==> config.mk <==
export PLATFORM = sky130hd
export DESIGN_NAME = score_round_ctrl
export DESIGN_NICKNAME = d
export VERILOG_FILES = /design/src/rtl/score_round_ctrl.sv
export SDC_FILE = /design/constraint.sdc
export NUM_CORES = 1
export LEC_CHECK = 0
export ABC_AREA = 0
export BUFFER_PORTS_ARGS = -buffer_cell sky130_fd_sc_hd__buf_2
export CAP_MARGIN = 20
export CORE_AREA = 2 2 117 119
export DETAILED_ROUTE_END_ITERATION = 12
export DIE_AREA = 0 0 119 121
export SLEW_MARGIN = 20
export SYNTH_ARGS = -nofsm -noshare
export SYNTH_HDL_FRONTEND = slang
export SYNTH_SLANG_ARGS = --single-unit
==> constraint.sdc <==
create_clock -name Clk -period 3.1 [get_ports Clk]
set_input_delay 0.62 -clock Clk [delete_from_list [all_inputs] [get_ports Clk]]
set_output_delay 0.62 -clock Clk [all_outputs]
set_load 0.005 [all_outputs]
==> src/rtl/score_round_ctrl.sv <==
// Round sequencer for the bomb-defuse game: times each round, accumulates a BCD score,
// tracks the defuse streak and hands score/multiplier to the multiply stage via req/done.
module score_round_ctrl #(
    parameter int ROUNDS         = 4,
    parameter int TICKS_PER_SEC  = 50000000,
    parameter int ROUND_SECS     = 9,
    parameter int PTS_PER_DEFUSE = 5
) (
    input  logic       Clk,
    input  logic       Rst,
    input  logic       Start,
    input  logic       Defused,
    input  logic       Exploded,
    input  logic       MulDone,
    output logic [7:0] PlayerScore,
    output logic [1:0] Multiplier,
    output logic       MulReq,
    output logic [2:0] Round,
    output logic [3:0] SecsLeft,
    output logic [2:0] State,
    output logic       GameOver
);

    localparam int TW = (TICKS_PER_SEC > 2) ? $clog2(TICKS_PER_SEC) : 1;
    localparam logic [TW-1:0] TICK_MAX  = TW'(TICKS_PER_SEC - 1);
    localparam logic [3:0]    SECS_INIT = 4'(ROUND_SECS);
    localparam logic [3:0]    PTS       = 4'(PTS_PER_DEFUSE);
    localparam logic [2:0]    LAST_RND  = 3'(ROUNDS);

    typedef enum logic [2:0] {
        S_IDLE     = 3'd0,
        S_ARM      = 3'd1,
        S_RUN      = 3'd2,
        S_SCORE    = 3'd3,
        S_NEXT     = 3'd4,
        S_MUL_REQ  = 3'd5,
        S_MUL_WAIT = 3'd6,
        S_DONE     = 3'd7
    } state_t;

    state_t        r_state;
    logic [7:0]    r_score;
    logic [1:0]    r_mult;
    logic          r_mul_req;
    logic [2:0]    r_round;
    logic [3:0]    r_secs;
    logic          r_game_over;
    logic [TW-1:0] r_tick;
    logic [1:0]    r_streak;
    logic          r_start_q;

    logic          w_start_edge;
    logic          w_wrap;
    logic [4:0]    w_ones_sum;
    logic          w_carry;
    logic [3:0]    w_ones_next;
    logic [4:0]    w_tens_next;
    logic [7:0]    w_score_sum;

    assign w_start_edge = Start & ~r_start_q;
    assign w_wrap       = (r_tick == TICK_MAX);

    // BCD add of one digit constant; 4-bit wrap of (ones+PTS-10) is exact when carrying.
    assign w_ones_sum  = {1'b0, r_score[3:0]} + {1'b0, PTS};
    assign w_carry     = (w_ones_sum > 5'd9);
    assign w_ones_next = w_carry ? (r_score[3:0] + PTS - 4'd10) : w_ones_sum[3:0];
    assign w_tens_next = {1'b0, r_score[7:4]} + {4'b0000, w_carry};
    assign w_score_sum = (w_tens_next > 5'd9) ? 8'h99 : {w_tens_next[3:0], w_ones_next};

    always_ff @(posedge Clk) begin
        if (Rst) begin
            r_state     <= S_IDLE;
            r_score     <= 8'h00;
            r_mult      <= 2'b01;
            r_mul_req   <= 1'b0;
            r_round     <= 3'd0;
            r_secs      <= 4'd0;
            r_game_over <= 1'b0;
            r_tick      <= '0;
            r_streak    <= 2'd0;
            r_start_q   <= 1'b1;
        end else begin
            r_start_q <= Start;
            r_mul_req <= 1'b0;
            case (r_state)
                S_IDLE, S_DONE: begin
                    if (w_start_edge) begin
                        r_score     <= 8'h00;
                        r_streak    <= 2'd0;
                        r_mult      <= 2'b01;
                        r_round     <= 3'd1;
                        r_secs      <= SECS_INIT;
                        r_tick      <= '0;
                        r_game_over <= 1'b0;
                        r_state     <= S_ARM;
                    end
                end
                S_ARM: begin
                    r_secs  <= SECS_INIT;
                    r_tick  <= '0;
                    r_state <= S_RUN;
                end
                S_RUN: begin
                    if (w_wrap) begin
                        r_tick <= '0;
                        if (r_secs != 4'd0) r_secs <= r_secs - 4'd1;
                    end else begin
                        r_tick <= r_tick + TW'(1);
                    end
                    // Explosion beats a simultaneous defuse; a defuse beats a simultaneous timeout.
                    if (Exploded) begin
                        r_streak <= 2'd0;
                        r_state  <= S_NEXT;
                    end else if (Defused) begin
                        r_state <= S_SCORE;
                    end else if (w_wrap && r_secs == 4'd1) begin
                        r_streak <= 2'd0;
                        r_state  <= S_NEXT;
                    end
                end
                S_SCORE: begin
                    r_score  <= w_score_sum;
                    r_streak <= (r_streak == 2'd3) ? 2'd3 : r_streak + 2'd1;
                    r_state  <= S_NEXT;
                end
                S_NEXT: begin
                    if (r_round == LAST_RND) begin
                        r_mult    <= (r_streak == 2'd0) ? 2'b01 : r_streak;
                        r_mul_req <= 1'b1;
                        r_state   <= S_MUL_REQ;
                    end else begin
                        r_round <= r_round + 3'd1;
                        r_secs  <= SECS_INIT;
                        r_tick  <= '0;
                        r_state <= S_ARM;
                    end
                end
                S_MUL_REQ: begin
                    r_state <= S_MUL_WAIT;
                end
                S_MUL_WAIT: begin
                    if (MulDone) begin
                        r_game_over <= 1'b1;
                        r_state     <= S_DONE;
                    end
                end
                default: r_state <= S_IDLE;
            endcase
        end
    end

    assign PlayerScore = r_score;
    assign Multiplier  = r_mult;
    assign MulReq      = r_mul_req;
    assign Round       = r_round;
    assign SecsLeft    = r_secs;
    assign State       = r_state;
    assign GameOver    = r_game_over;

endmodule

==> impl_metrics.toml, run 1 <==
[pwr]
leakage_nw = 1.337
power_density_nw_per_um2 = 587.2
ir_drop_mv = 0.3084

[timing]
hold_slack_ps = 487.6
worst_slew_pin_slew_ps = 850.6
setup_viol = 0
skew_ps = 9.588
hold_viol_final = 0
relSlewSlack_pct = 43.03
slew_viol_final = 0
max_freq_mhz = 338.4
finalSetupTns_ps = 0
min_period_over_period_pct = 95.32
min_period_ps = 2955
setup_ws_ps = 145.0

[worst_setup_path]
startpoint = "PlayerScore[0]"
reg2reg_to = "PlayerScore[3]"
end_kind = "flop"
cp_max_fo = 6
rr_startpoint = "PlayerScore[0]"
rrSetupSlack_ps = 140
crit_top_cell = "ha_1"
crit_chain = "inv_1, ha_1, nand2b_1, a211oi_2, nor2_1, ha_1, ha_1, nand2b_1, a31oi_1, nor3_1, o41ai_1, a21oi_1"
critPathMaxStageDelay_ps = 370
cpMaxStageDelayCell = "o41ai_1"
worstSetupEndpoint = "PlayerScore[3]"
crit_arrival_ps = 3110
reg2reg_depth = 12
start_kind = "flop"
cp.required_ps = 3260
crit_type = "flop to flop"

[min_path]
holdPathStages = 2
worst_hold_path_type = "flop to flop"

[floorplan]
chipWidth_um = 119
core_um2 = 13090
die_h_um = 121
ios = 28
start_util_pct = 24.73
fp-row-count = 42
die_area_um2 = 14400

[detailed_routing]
drt_iter0_markers = 362
route.antenna.remaining_nets = 0
drt-total-wl_um = 8534
dr.pass1.iters = 5
vias_per_cell = 5.328
drc = 0
vias = 3229
wl_per_cell_um = 14.08

[layout]
drive_above_1_share_pct = 15.58
diodes = 0
final_cells = 606
final_cell_mix = "51 x dfxtp_1, 37 x nand2_1, 34 x nor2_1"
n_fill_cell = 1390
layout.nets = 445
utilization_pct = 28.73
areaGrowthSynthToFinish_pct = 16.20
final_common_cell = "dfxtp_1"

[clock_network]
clk_path_buf_depth = 2
cts.sinks = 51
clk_latency_ps = 290
cts_root_buffer = "clkbuf_16"
cts_made_buffers = 5
cts_tree = "done"
h-tree-depth = 2
clk_pin_slew_ps = 70

[synth]
synth_cells = 402
async_flop_share_pct = 0
yosys.cell_types.count = 71
synth-edff-count = 0
yosys.area.top_type = "dfxtp_1"
synth_nets = 418
ys_seq_area_share_pct = 31.55
synth_ff_type = "dfxtp_1"
netlist.area_leader.share_pct = 31.55
ys_ff_latch = 51
yosys_warnings = 0
syn_area_um2 = 3236
avgSynthCellArea_um2 = 8.049
yosys-top-cells-area = "dfxtp_1 32%, a21oi_1 5.1%, nand2_1 4.3%, nor2_1 3.9%, ha_1 3.9%"

[placement]
dp_slack_ps = 120.6
dp_hpwl_um = 6150
io_buffer_count = 27
gp_congestion = 0.8203
dpl.cell_count = 598

[run]
maxCapViolations = 0

[global_route]
grt_max_degree = 31
grt_overflow = 0
grt_usage_pct = 12.12
grt_pass1_wl_um = 14360
grt_antenna_before_repair = 0
first_global_vias = 3000

[outcome]
outcome = "complete, no violations"
where the power goes:
group / internal [mW] / switching (mW) / total, mW
combinational: 0.297 / 0.565 / 0.862
sequential: 0.703 / 0.0626 / 0.766
clock: 0.324 / 0.256 / 0.580
total: 1.32 / 0.884 / 2.21
state kept, by name, summed over array words and instances, names as in the netlist:
| signal | flops |
|---|---|
| Round | 3 |
| r_streak | 2 |
| Multiplier | 2 |
| MulReq | 1 |
| GameOver | 1 |
| r_start_q | 1 |
| PlayerScore | 8 |
| r_tick | 26 |
| SecsLeft | 4 |
| State | 3 |
how the worst min path moves through the flow:
stage                   from            end  slack (ps)
6_report       Multiplier[0]  Multiplier[0]         490
5_1_grt            r_tick[1]      r_tick[1]         530
4_1_cts        Multiplier[0]  Multiplier[0]         490
3_5_place_dp   Multiplier[0]  Multiplier[0]         470
3_3_place_gp   Multiplier[0]  Multiplier[0]         460
2_1_floorplan    r_streak[1]    r_streak[1]         460
worst max-delay path: cells and delay by family (launching register included):
kind,cells,cell delay [ps]
and+or+nand+nor,4,520
buffers and inverters,1,100
DFF,1,330
adders and majority gates,3,880
AOI/OAI and AO/OA,4,990
final cells by class:
type	instances	area (um2)	share of cell area, %
multi-input combinational	314	2071	55.07
sequential	51	1021	27.15
timing repair buffer	40	232.7	6.190
tap	176	220.2	5.857
clock buffer	7	142.6	3.794
inverter	17	63.81	1.697
clock inverter	1	8.758	0.2329
cell usage after synthesis (3+ instances only):
cell type	n
dfxtp_1	51
nand2_1	37
nor2_1	34
a21oi_1	33
nand3_1	22
o21ai_0	17
inv_1	16
clkbuf_1	13
nor3_1	11
ha_1	10
a311oi_1	9
xnor2_1	9
nand4_1	8
a211oi_1	7
a41oi_1	7
and3_1	7
nand2b_1	5
nor2b_1	5
nor4_1	5
or4_1	5
a31oi_1	4
and2_1	4
buf_2	4
o2111ai_1	4
o31ai_1	4
o41ai_1	4
xor2_1	4
a211o_1	3
a21o_1	3
and3b_1	3
o21a_1	3
or2_2	3
stage by stage:
step	instance area, um2	power [mW]
after CTS	3755	2.223
after floorplan	3236	1.359
after global placement	3603	1.615
after global routing	3760	2.357
final	3760	2.208
after detailed placement	3603	1.631
repair_timing:
item,in CTS,in global routing
endpoints found under the setup margin,0,2
endpoints found under the hold margin,0,0
hold buffers,0,0
setup buffers,0,0
gates resized for setup,0,1
layer usage:
layer,vias up,global-route usage (%),part of all wire (%)
met3,11,2.632,4.1
li1,1571,-,-
met1,1565,15.58,47
met5,-,0,0
met2,82,20.65,48
met4,0,2.976,1.1
cells by family after synthesis:
family | count (synthesis) | synth area share, %
XOR/XNOR | 13 | 3.519
adder cells (fa/ha/maj) | 10 | 3.867
AND/OR/NAND/NOR | 169 | 29.35
AO/OA/AOI/OAI | 121 | 26.80
buffers and inverters | 37 | 4.602
flip-flops | 51 | 31.55
multiplexers | 1 | 0.3094
Note: power is estimated with default switching activity, not from simulation.
==> inputs of run 2 (changes only) <==
--- a/config.mk
+++ b/config.mk
@@ -7,10 +7,9 @@
 export LEC_CHECK = 0
 export ABC_AREA = 0
 export BUFFER_PORTS_ARGS = -buffer_cell sky130_fd_sc_hd__buf_2
-export CAP_MARGIN = 20
-export CORE_AREA = 2 2 117 119
+export CORE_AREA = 2 2 135 104
 export DETAILED_ROUTE_END_ITERATION = 12
-export DIE_AREA = 0 0 119 121
+export DIE_AREA = 0 0 137 106
 export SLEW_MARGIN = 20
 export SYNTH_ARGS = -nofsm -noshare
 export SYNTH_HDL_FRONTEND = slang
==> impl_metrics.toml, run 2 (synthesis gave the netlist of run 1 again) <==
[timing]
setup_viol = 0
relSlewSlack_pct = 41.34
finalSetupTns_ps = 0
min_period_ps = 2915
worst_slew_pin_slew_ps = 871.9
max_freq_mhz = 343.1
rsz0062_at_grt = "no"
skew_ps = 8.915
hold_viol_final = 0
min_period_over_period_pct = 94.03
slew_viol_final = 0

[pwr]
power_density_nw_per_um2 = 583.8
leakage_nw = 1.339
ir_drop_mv = 0.3517
power.total_mw = 2.191

[worst_setup_path]
cp_top_family = "compound AO/OA/AOI/OAI gates"
cpMaxStageDelayCell = "ha_1"
crit_chain = "inv_1, ha_1, nand2b_1, a211oi_1, nor2_1, ha_1, ha_1, nand2b_1, a31oi_1, o31a_1, nand2b_1, a311oi_1"
start_kind = "flop"
cp.required_ps = 3300
crit_type = "flop to flop"
end_kind = "flop"
path_buf_inv = 1
critPathMaxStageDelay_ps = 330
crit_arrival_ps = 3110
cp_max_fo = 6

[floorplan]
fp-row-count = 37
die_area_um2 = 14520
start_util_pct = 24.27
die_h_um = 106
chipWidth_um = 137
core_um2 = 13330
ios = 28

[layout]
n_fill_cell = 1417
layout.nets = 446
largest_register_ffs = 26
multi_input_area_um2 = 2066
final_cell_mix = "51 x dfxtp_1, 37 x nand2_1, 34 x nor2_1"
final_common_cell = "dfxtp_1"
seq_area_um2 = 1021
largest-register = "r_tick"
diodes = 0
areaGrowthSynthToFinish_pct = 16.01
drive_above_1_share_pct = 15.58

[clock_network]
clk_latency_ps = 290
cts_root_buffer = "clkbuf_16"
clk_path_buf_depth = 2
cts_made_buffers = 5
hold_buffers = 0
cts.sinks = 51
postCtsSetupRepairBufs = 0
clk_pin_slew_ps = 70
postCtsResizedCells = 0
cts_tree = "done"
h-tree-depth = 2

[placement]
io_buffer_count = 27
dp_hpwl_um = 6436
gp_congestion = 0.8777

[global_route]
grt_pass1_wl_um = 14650
grt_antenna_before_repair = 0
grt_overflow = 0
grt_usage_pct = 12.25
first_global_vias = 2874
grt_max_degree = 30

[detailed_routing]
drt-total-wl_um = 8785
dr.pass1.iters = 5
vias_per_cell = 5.205
drt_iter0_markers = 290
wl_per_cell_um = 14.52
drc = 0
route.antenna.remaining_nets = 0
vias = 3149

[min_path]
worst_hold_path_type = "flop to flop"

[run]
maxCapViolations = 0

[outcome]
outcome = "complete, no violations"
==> run 2: cell types whose count changed in the layout (fill, tap and decap cells not counted), sizes merged <==
cell,before,now
clkbuf,7,6
buf,40,41
==> run 2: layer usage <==
| metal | track usage (%) | wire [um] | up-vias |
|---|---|---|---|
| li1 | - | - | 1570 |
| met1 | 19.13 | 4675 | 1475 |
| met2 | 16.84 | 3507 | 93 |
| met3 | 2.337 | 518 | 11 |
| met4 | 3.019 | 84 | 0 |
| met5 | 0 | 0 | - |
==> run 2: metrics by stage <==
stage	instances	utilization [%]	hold slack [ps]	setup slack, ps	area (um2)
2_1_floorplan	402	-	458.6	34.85	3236
3_3_place_gp	598	27.07	464.1	273.4	3610
3_5_place_dp	598	27.07	479.4	208.1	3610
4_1_cts	605	28.15	489.2	184.8	3754
5_1_grt	605	28.15	526.8	33.90	3754
6_report	605	28.15	489.6	185.1	3754
==> run 2: path summary, 6_finish.rpt <==
path / start / end / cells after the start / slack [ps]
max: PlayerScore[0] / PlayerScore[6] / 12 / 190
min: PlayerScore[4] / PlayerScore[4] / 2 / 490
max reg2reg: PlayerScore[0] / PlayerScore[6] / 12 / 190
min reg2reg: PlayerScore[4] / PlayerScore[4] / 2 / 490
==> run 2: final cells by class <==
cell class                      instances  area share (%)
Inverter                               17           1.700
Sequential cell                        51           27.20
Clock inverter                          1          0.1333
Tap cell                              175           5.833
Timing Repair Buffer                   41           6.400
Clock buffer                            6           3.700
Multi-Input combinational cell        314           55.03
==> run 2: report_power, final <==
part / internal [mW] / total (mW) / switching (mW)
sequential: 0.703 / 0.774 / 0.0702
clock: 0.316 / 0.565 / 0.249
combinational: 0.286 / 0.853 / 0.566
total: 1.31 / 2.19 / 0.885
==> run 2: tightest hold or removal path, stage by stage, from the launching register on <==
cell	delay (ps)
dfxtp_1	330
nand2_1	60
a21oi_1	50
==> inputs of run 3 (changes only) <==
--- a/config.mk
+++ b/config.mk
@@ -7,9 +7,12 @@
 export LEC_CHECK = 0
 export ABC_AREA = 0
 export BUFFER_PORTS_ARGS = -buffer_cell sky130_fd_sc_hd__buf_2
+export CELL_PAD_IN_SITES_DETAIL_PLACEMENT = 1
+export CELL_PAD_IN_SITES_GLOBAL_PLACEMENT = 2
 export CORE_AREA = 2 2 135 104
 export DETAILED_ROUTE_END_ITERATION = 12
 export DIE_AREA = 0 0 137 106
+export PLACE_DENSITY_LB_ADDON = 0.1
 export SLEW_MARGIN = 20
 export SYNTH_ARGS = -nofsm -noshare
 export SYNTH_HDL_FRONTEND = slang
==> impl_metrics.toml, run 3 (synthesis gave the netlist of run 1 again) <==
[worst_setup_path]
cpMaxStageDelayCell = "o41ai_1"
crit_chain = "inv_1, ha_1, nand2b_1, a211oi_2, nor2_1, ha_1, ha_1, nand2b_1, a31oi_1, nor3_1, o41ai_1, a21oi_1"
rr_startpoint = "PlayerScore[1]"
startpoint = "PlayerScore[1]"
worstSetupEndpoint = "PlayerScore[3]"
start_kind = "flop"
reg2reg_depth = 12
cp.required_ps = 3260
crit_top_cell = "ha_1"
crit_arrival_ps = 3050
rrSetupSlack_ps = 210
reg2reg_to = "PlayerScore[3]"
critPathMaxStageDelay_ps = 370
crit_type = "flop to flop"
cp_max_fo = 5
end_kind = "flop"

[run]
maxCapViolations = 0

[detailed_routing]
vias = 3151
wl_per_cell_um = 17.29
vias_per_cell = 5.183
drc = 0
route.antenna.remaining_nets = 0
dr.pass1.iters = 4
drt_iter0_markers = 176
drt-total-wl_um = 10510

[clock_network]
cts.sinks = 51
cts_root_buffer = "clkbuf_16"
cts_tree = "done"
clk_latency_ps = 290
cts_made_buffers = 5
clk_path_buf_depth = 2
clk_pin_slew_ps = 70
h-tree-depth = 2

[outcome]
outcome = "complete, no violations"

[layout]
diodes = 0
drive_above_1_share_pct = 16.17
final_common_cell = "dfxtp_1"
layout.nets = 449
utilization_pct = 28.47
final_cell_mix = "51 x dfxtp_1, 37 x nand2_1, 34 x nor2_1"
largest_register_ffs = 26
largest-register = "r_tick"
final_cells = 608
n_fill_cell = 1601
areaGrowthSynthToFinish_pct = 17.32

[pwr]
pwr-share-clk_pct = 27.2
p_int_mw = 1.379
p_seq_share_pct = 33.5
p_comb_share_pct = 39.3
p_switching_uw = 923.8
leakage_nw = 1.359
ir_drop_mv = 0.2495
swShare_pct = 40.12
power_density_nw_per_um2 = 606.5

[global_route]
grt_usage_pct = 15.20
grt_max_degree = 30
grt_overflow = 0
grt_pass1_wl_um = 17420
grt_antenna_before_repair = 0
first_global_vias = 3181

[placement]
dpl.cell_count = 601
gp_congestion = 0.7949
dp_hpwl_um = 7815
io_buffer_count = 27

[timing]
finalSetupTns_ps = 0
slew_viol_final = 0
min_period_ps = 2890
max_freq_mhz = 346.0
rsz0062_at_grt = "no"
skew_ps = 6.372
hold_slack_ps = 480.2
relSlewSlack_pct = 41.03
worst_slew_pin_slew_ps = 880.5
min_period_over_period_pct = 93.23
hold_viol_final = 0
setup_viol = 0

[floorplan]
die_area_um2 = 14520
start_util_pct = 24.27
fp-row-count = 37
chipWidth_um = 137
die_h_um = 106
ios = 28
core_um2 = 13330

[min_path]
worst_hold_path_type = "flop to flop"
## run 3: critical path, delay by kind of cell, from the launching register on
family,cells,cell delay [ps]
flops,1,330
compound gates,4,950
simple gates,4,530
fa+ha+maj,3,850
buf+inv,1,100
## run 3: final cells by class
type,count,area [um2],share of cell area [%]
multi-input combinational,314,2071,54.55
sequential,51,1021,26.90
timing repair buffer,44,262.8,6.922
tap,175,219.0,5.768
clock buffer,6,128.9,3.395
inverter,17,63.81,1.681
clock inverter,1,30.03,0.7910
## run 3: repair_timing
item                                    CTS  global route
endpoints found under the setup margin    0             2
hold buffers                              0             0
buffers inserted                          0             0
gates resized for setup                   0             1
## run 3: worst min path at each step
stage	start	end	slack, ps	cells after the start
after floorplan	r_streak[1]	r_streak[1]	460	2
after detailed placement	Multiplier[0]	Multiplier[0]	460	2
final	PlayerScore[4]	PlayerScore[4]	480	2
after global placement	Multiplier[0]	Multiplier[0]	450	2
after global routing	PlayerScore[4]	PlayerScore[4]	510	2
after CTS	Multiplier[0]	Multiplier[0]	480	2
## run 3: through the flow
stage	instance area [um2]	power (mW)	worst slack (ps)
final	3796	2.302	209.8
after global routing	3796	2.477	10.82
after CTS	3791	2.347	131.9
after detailed placement	3632	1.696	146.4
after global placement	3632	1.699	289.8
after floorplan	3236	1.359	34.85
## run 3: per-layer routing
metal | track usage [%] | routed length (um) | up-vias
met5 | 0 | 0 | -
met4 | 3.093 | 87 | 0
met3 | 2.623 | 265 | 7
met2 | 21.04 | 4204 | 30
met1 | 24.08 | 5957 | 1535
li1 | - | - | 1579
## run 3: power groups by stage
stage	clock network [mW]	registers, mW	logic, mW
2_1_floorplan	0	0.758	0.602
3_3_place_gp	0	0.787	0.912
3_5_place_dp	0	0.787	0.909
4_1_cts	0.660	0.771	0.916
5_1_grt	0.683	0.782	1.01
6_report	0.627	0.771	0.904
